[config.mk]
export PLATFORM = sky130hd
export DESIGN_NAME = vga_pattern_gen
export DESIGN_NICKNAME = d
export VERILOG_FILES = /design/src/rtl/vga_pattern_gen.sv
export SDC_FILE = /design/constraint.sdc
export NUM_CORES = 1
export LEC_CHECK = 0
export CAP_MARGIN = 20
export CORE_ASPECT_RATIO = 1.25
export CORE_UTILIZATION = 55
export CTS_BUF_LIST = sky130_fd_sc_hd__clkbuf_4
export DETAILED_ROUTE_END_ITERATION = 12
export PLACE_DENSITY = 0.77
export SYNTH_ARGS = -nofsm -noshare
export SYNTH_HDL_FRONTEND = slang
export SYNTH_SLANG_ARGS = --single-unit
[constraint.sdc]
create_clock -name clk -period 5.5 [get_ports clk]
set_clock_uncertainty 0.15 [all_clocks]
set_input_delay 0.825 -clock clk [delete_from_list [all_inputs] [get_ports clk]]
set_output_delay 0.825 -clock clk [all_outputs]
set_load 0.05 [all_outputs]
[src/rtl/vga_pattern_gen.sv]
// VGA timing and test-pattern generator. It has parametrised porches, sync polarity and colour width.
// All outputs are registered one cycle after the counter state they describe. Free-running with no backpressure.
module vga_pattern_gen #(
   parameter int H_ACTIVE   = 640,
   parameter int H_FP       = 16,
   parameter int H_SYNC     = 96,
   parameter int H_BP       = 48,
   parameter int V_ACTIVE   = 480,
   parameter int V_FP       = 10,
   parameter int V_SYNC     = 2,
   parameter int V_BP       = 33,
   parameter bit HSYNC_POL  = 1'b0,
   parameter bit VSYNC_POL  = 1'b0,
   parameter int COLOR_W    = 3,
   parameter int CNT_W      = 11,
   parameter int CHECK_LOG2 = 5
) (
   input  logic               clk,
   input  logic               rst,
   input  logic [1:0]         mode,
   output logic [COLOR_W-1:0] pixel,
   output logic               hsync_out,
   output logic               vsync_out,
   output logic               active_out,
   output logic               frame_start,
   output logic [CNT_W-1:0]   x_out,
   output logic [CNT_W-1:0]   y_out
);

   localparam int H_TOTAL = H_ACTIVE + H_FP + H_SYNC + H_BP;
   localparam int V_TOTAL = V_ACTIVE + V_FP + V_SYNC + V_BP;

   localparam logic [CNT_W-1:0] H_LAST   = CNT_W'(H_TOTAL - 1);
   localparam logic [CNT_W-1:0] V_LAST   = CNT_W'(V_TOTAL - 1);
   localparam logic [CNT_W-1:0] H_ACT    = CNT_W'(H_ACTIVE);
   localparam logic [CNT_W-1:0] V_ACT    = CNT_W'(V_ACTIVE);
   localparam logic [CNT_W-1:0] HS_BEG   = CNT_W'(H_ACTIVE + H_FP);
   localparam logic [CNT_W-1:0] HS_END   = CNT_W'(H_ACTIVE + H_FP + H_SYNC);
   localparam logic [CNT_W-1:0] VS_BEG   = CNT_W'(V_ACTIVE + V_FP);
   localparam logic [CNT_W-1:0] VS_END   = CNT_W'(V_ACTIVE + V_FP + V_SYNC);
   localparam logic [CNT_W-1:0] X_MAX    = CNT_W'(H_ACTIVE - 1);
   localparam logic [CNT_W-1:0] Y_MAX    = CNT_W'(V_ACTIVE - 1);
   localparam logic [CNT_W-1:0] BAR_LAST = CNT_W'(H_ACTIVE / 8 - 1);
   localparam logic [COLOR_W-1:0] ONES   = '1;

   logic [CNT_W-1:0]   h, v, bar_col;
   logic [2:0]         bar_seg;
   logic [1:0]         mode_q;
   logic [COLOR_W-1:0] bar_pix, pix_nxt;
   logic               h_wrap, v_wrap, act_nxt, grid_hit;

   assign h_wrap = (h == H_LAST);
   assign v_wrap = (v == V_LAST);

   always_ff @(posedge clk or posedge rst) begin
      if (rst) begin
         h       <= '0;
         v       <= '0;
         bar_col <= '0;
         bar_seg <= '0;
         mode_q  <= '0;
      end else begin
         if (h_wrap) begin
            h       <= '0;
            bar_col <= '0;
            bar_seg <= '0;
            v       <= v_wrap ? '0 : v + CNT_W'(1);
         end else begin
            h <= h + CNT_W'(1);
            // bar index tracks h without a divider; it wraps harmlessly in blanking
            if (bar_col == BAR_LAST) begin
               bar_col <= '0;
               bar_seg <= bar_seg + 3'd1;
            end else begin
               bar_col <= bar_col + CNT_W'(1);
            end
         end
         // sampled on the frame-wrap edge so pixel (0,0) already uses the new mode
         if (h_wrap && v_wrap)
            mode_q <= mode;
      end
   end

   generate
      if (COLOR_W > 3) begin : g_bar_ext
         assign bar_pix = {{(COLOR_W-3){1'b0}}, bar_seg};
      end else if (COLOR_W == 3) begin : g_bar_eq
         assign bar_pix = bar_seg;
      end else begin : g_bar_trunc
         assign bar_pix = bar_seg[COLOR_W-1:0];
      end
   endgenerate

   always_comb begin
      act_nxt  = (h < H_ACT) && (v < V_ACT);
      grid_hit = (h[CHECK_LOG2-1:0] == '0) || (v[CHECK_LOG2-1:0] == '0) ||
                 (h == X_MAX) || (v == Y_MAX);
      pix_nxt  = '0;
      if (act_nxt) begin
         case (mode_q)
            2'd0:    pix_nxt = ONES;
            2'd1:    pix_nxt = bar_pix;
            2'd2:    pix_nxt = (h[CHECK_LOG2] ^ v[CHECK_LOG2]) ? ONES : '0;
            default: pix_nxt = grid_hit ? ONES : '0;
         endcase
      end
   end

   always_ff @(posedge clk or posedge rst) begin
      if (rst) begin
         pixel       <= '0;
         hsync_out   <= ~HSYNC_POL;
         vsync_out   <= ~VSYNC_POL;
         active_out  <= 1'b0;
         frame_start <= 1'b0;
         x_out       <= '0;
         y_out       <= '0;
      end else begin
         pixel       <= pix_nxt;
         hsync_out   <= ((h >= HS_BEG) && (h < HS_END)) ? HSYNC_POL : ~HSYNC_POL;
         vsync_out   <= ((v >= VS_BEG) && (v < VS_END)) ? VSYNC_POL : ~VSYNC_POL;
         active_out  <= act_nxt;
         frame_start <= (h == '0) && (v == '0);
         x_out       <= h;
         y_out       <= v;
      end
   end

endmodule

After elaboration in Yosys (flattened, before gate mapping):

Index checks and enable logic that the tools add are counted.

* add/sub/neg operators: 4
* magnitude comparators: 6
* equal/unequal tests: 7
* muxes and demuxes: 12
* bitwise gates (word level): 1
* reduce and logical (&&, ||, !) cells: 14

Operators with widths (count)
* $mux 11: 4
* $add 11x1->11 const B: 3
* $eq 11x10->1 const B: 3
* $logic_not 11->1: 2
* $lt 11x10->1 const B: 2
* $lt 11x9->1 const B: 2
* $mux 3: 5
* $eq 11x7->1 const B: 1
* $eq 11x9->1 const B: 1
* $ge 11x10->1 const B: 1
* $ge 11x9->1 const B: 1
* $logic_not 5->1: 2
* $pmux 3 s3: 1
* $logic_and 1x1->1: 5
* $add 3x1->3 const B: 1
* $logic_or 1x1->1: 3
* $eq 2x1->1 const B: 1
* $eq 2x2->1 const B: 1
* $logic_not 2->1: 1
* $mux 1: 2
* $reduce_bool 2->1: 1
* $xor 1x1->1: 1

* bits in registers: 67
* bits of input ports: 4
* output and inout port bits: 29
* word-level logic and storage cells: 56

Longest topological paths before layout:

* word-level depth: 7
* gate-level depth with buffers: 6

Least setup slack after synthesis:

OpenSTA, ideal clock, no wires.

* kind: flip-flop to flip-flop
* from: register v[0]
* to: register mode_q[0]
* arrival time: 1554 ps
* required time: 5225 ps
* slack: 3670 ps
* stages on the path, launching flop included: 7
* path buffers: 0
* cell sequence: dfrtp_1 inv_1 ha_1 nand4_1 nor4b_4 nand2_2 mux2_4

* word-level cells in the longest chain between the ends: 2

Ends and longest elaborated chain
* start: declaration: line 46 `logic [CNT_W-1:0] h, v, bar_col;`
* start signal: assignment: line 67 `v <= v_wrap ? '0 : v + CNT_W'(1);`
* $eq 11x10->1: line 53 `assign v_wrap = (v == V_LAST);`
* $logic_and 1x1->1: line 79 `if (h_wrap && v_wrap)`
* end signal: assignment: line 80 `mode_q <= mode;`
* end: declaration: line 48 `logic [1:0] mode_q;`

Every way passes these cells.
A chain may end at the register's enable or synchronous reset.

Final worst setup path:

* from: register vsync_out
* to: output port vsync_out

RTL lines
* start: declaration: line 23 `output logic vsync_out,`
* start signal: assignment: line 113 `vsync_out <= ~VSYNC_POL;`
* start signal: assignment: line 121 `vsync_out <= ((v >= VS_BEG) && (v < VS_END)) ? VSYNC_POL : ~VSYNC_POL;`

No word-level cell between the ends.

==> results by group <==
CTS
  • CTS Buffer Depth: 2
  • # Post-CTS Setup Buffers: 0
  • Hold-fix buffers at CTS: 0
  • Resize count post-CTS: 0
  • Worst-path clk slew: 100 ps
  • CTS tree: yes
  • Num Clock Sinks: 67
  • Num CTS Buffers: 9
  • CTS root buf: clkbuf_4
  • Worst skew pair latency: 400 ps
  • Htree depth: 3

Routing
  • Routed wire per std cell: around 15 um
  • Drt initial violations: 150
  • Initial DRT Pass Iterations: 5
  • Routed Antenna Nets: 0
  • Vias: 1916
  • Drt total wl: 5.108 mm
  • Via density: 5.619
  • DRC: 0

Critical path
  • CP max-delay cell: clkdlybuf4s50_1
  • Setup CP Type: flip-flop to output port
  • CP Capture Type: output port
  • Flop2flop setup slack: about 3300 ps
  • CP max FO: 1
  • Worst Path Required: 4530 ps
  • CP peak stage delay: 790 ps
  • Family with the most delay on the worst path: buffers and inverters
  • Buffers plus inverters on the worst setup path: 1
  • Worst path arrival time: between 1500 and 2000 ps
  • R2R depth: 5
  • WP depth: 1
  • Crit path from: vsync_out
  • Reg-to-Reg Start: h[0]
  • Reg2reg end: mode_q[1]
  • CP cell instances: clkdlybuf4s50_1
  • Worst setup path endpoint: vsync_out
  • Kind of launch point of the worst setup path: flip-flop

Global routing
  • First-pass GRT wire length: 8.335 mm
  • Via count of the first global-routing pass: 1856
  • Largest net degree at the start of global routing: 68
  • Total global routing overflow: 0
  • Initial antenna violation count: 0
  • GRT Util Overall: between 20% and 30%

Yosys
  • Ranking of synthesized cells by area: dfrtp_1 (57%), xor2_1 (5.3%), nor2_1 (3.2%), ha_1 (2.7%), xnor2_1 (2.2%)
  • Most common cell in the netlist: dfrtp_1
  • Leading area contributor after synthesis: dfrtp_1
  • Ys async rst share: 100.0%
  • Primary FF master, synth: dfrtp_1
  • Post-synth top area share: 57.50%
  • Mean post-synth cell area: 11.69 um^2
  • Post-synth EDFFs: 0
  • Top post-synthesis cells by count: dfrtp_1 (65), nor2_1 (24), xor2_1 (17)
  • Distinct cells, synth: 42
  • #FFs+latches synth: 67
  • Mapped Nets: 252
  • Synthesis Warnings: 0
  • Post-Syn Area: 2829 um^2
  • Post-synthesis sequential area ratio: 59.35%
  • Cell count after synthesis: 242

STA
  • Final setup violating endpoints: 0
  • Count of final hold-check violations: 0
  • Slew Limit Fails: 0
  • Setup TNS: 0 ps
  • Unrepaired setup endpoints after global routing: false
  • Worst setup margin: 2806 ps
  • Max Fclk: 371.3 MHz
  • Final period utilization: 48.97%
  • Worst relative slew slack: 45.45%
  • Minimum clock period: 2694 ps
  • Final hold slack: 318.4 ps
  • Worst slew pin tran: 818.3 ps

Die
  • Die Span X: roughly 66 um
  • Io pins: 33
  • Height of the die: 82.19 um
  • Full die area: around 5400 um^2
  • Cell Rows: 28
  • Core area: 4835 um^2
  • Initial Util: 58.51%

Power and ir drop
  • Tot Pwr: 0.7814 mW
  • Pwr per Cell Area: about 240 nW/um^2
  • Worst VDD drop: 140.9 uV
  • Pleak: 1.547 nW

Final layout
  • P&R area growth vs syn: 16.28%
  • Proportion of layout cells with a drive suffix above 1: 9.964%
  • Inserted Diodes: 0
  • Fin util: 68.04%
  • # fillers: between 300 and 400
  • Nets: 286
  • Post-Layout Cell Count: 341
  • Cell area after layout: 3289 um^2

Placement
  • Worst slack, placed: 3245 ps
  • Port-buffer cells: 32
  • Gpl congestion: between 0.8 and 0.9
  • Placed Area: 3182 um^2
  • Dpl cells: between 300 and 400
  • Dpl hpwl: 3.268 mm

Flow run
  • Max Cap Viol: 0

Hold path
  • Hold Crit Class: flip-flop to flip-flop

Status
  • Status: finished, final reports clean
## report_power, final
group / total, mW / internal [mW] / leakage (nW) / switching, mW
Sequential: 0.496 / 0.494 / 0.870 / 0.00156
Clock: 0.264 / 0.104 / 0.0662 / 0.160
Combinational: 0.0217 / 0.00659 / 0.611 / 0.0151
Total: 0.781 / 0.605 / 1.55 / 0.176
## worst min-delay path by stage
stage	from	to	slack [ps]	cells past startpoint
after global routing	h[10]	x_out[10]	330	0
after floorplan	h[7]	x_out[7]	200	0
after CTS	h[1]	x_out[1]	320	0
final	h[10]	x_out[10]	320	0
after detailed placement	h[1]	x_out[1]	290	0
after global placement	h[1]	x_out[1]	280	0
## layout make-up
type | instances | area (um^2) | area share, %
clock buffer | 12 | 90.09 | 2.739
clock inverter | 4 | 17.52 | 0.5325
inverter | 8 | 30.03 | 0.9129
multi-input combinational | 157 | 1070 | 32.52
sequential | 67 | 1679 | 51.05
tap | 60 | 75.07 | 2.282
timing repair buffer | 33 | 327.8 | 9.966
## cells in the final DEF (no fill, tap or decap), types with 3 or more instances in the layout
| master | n |
|---|---|
| xnor2_1 | 7 |
| clkbuf_4 | 12 |
| nand4_1 | 7 |
| a21o_1 | 3 |
| nand3_1 | 10 |
| xor2_1 | 17 |
| nor4b_1 | 3 |
| inv_1 | 7 |
| a21oi_1 | 3 |
| and3_1 | 7 |
| nand2_1 | 15 |
| nor4_1 | 4 |
| nor3b_1 | 5 |
| dfrtp_1 | 65 |
| nor3_1 | 10 |
| and4_1 | 6 |
| ha_1 | 6 |
| nor2_1 | 24 |
| o21ai_0 | 6 |
| clkdlybuf4s50_1 | 32 |
## metal layers
layer	vias to the layer above	part of all wire (%)	track usage, %
met3	12	4.2	6.868
li1	920	-	-
met5	-	0	0
met2	41	49	33.06
met4	0	2.1	10.43
met1	943	45	25.89
## worst reg2reg max path: stages (launching register included)
cell,delay (ps)
dfrtp_1,440
ha_1,240
and4_1,280
and3_1,560
nand2_2,140
mux2_4,320
## state kept, by name, summed over array words and instances (netlist names)
name	count
active_out	1
bar_col	11
bar_pix	3
frame_start	1
h	11
hsync_out	1
mode_q	2
pixel	3
v	11
vsync_out	1
x_out	11
y_out	11
## logic make-up (layout without fill, tap and decap cells)
group                      after synthesis  count (layout)  synth area share [%]
and+or+nand+nor                        105             105                 21.76
DFF                                     67              67                 59.35
xor gates and xnor gates                24              24                 7.430
AOI/OAI and AO/OA                       18              18                 4.158
buffers and inverters                   18              57                 2.831
adders and majority gates                6               6                 2.654
muxes                                    4               4                 1.813
(Power assumes the default switching activity.)
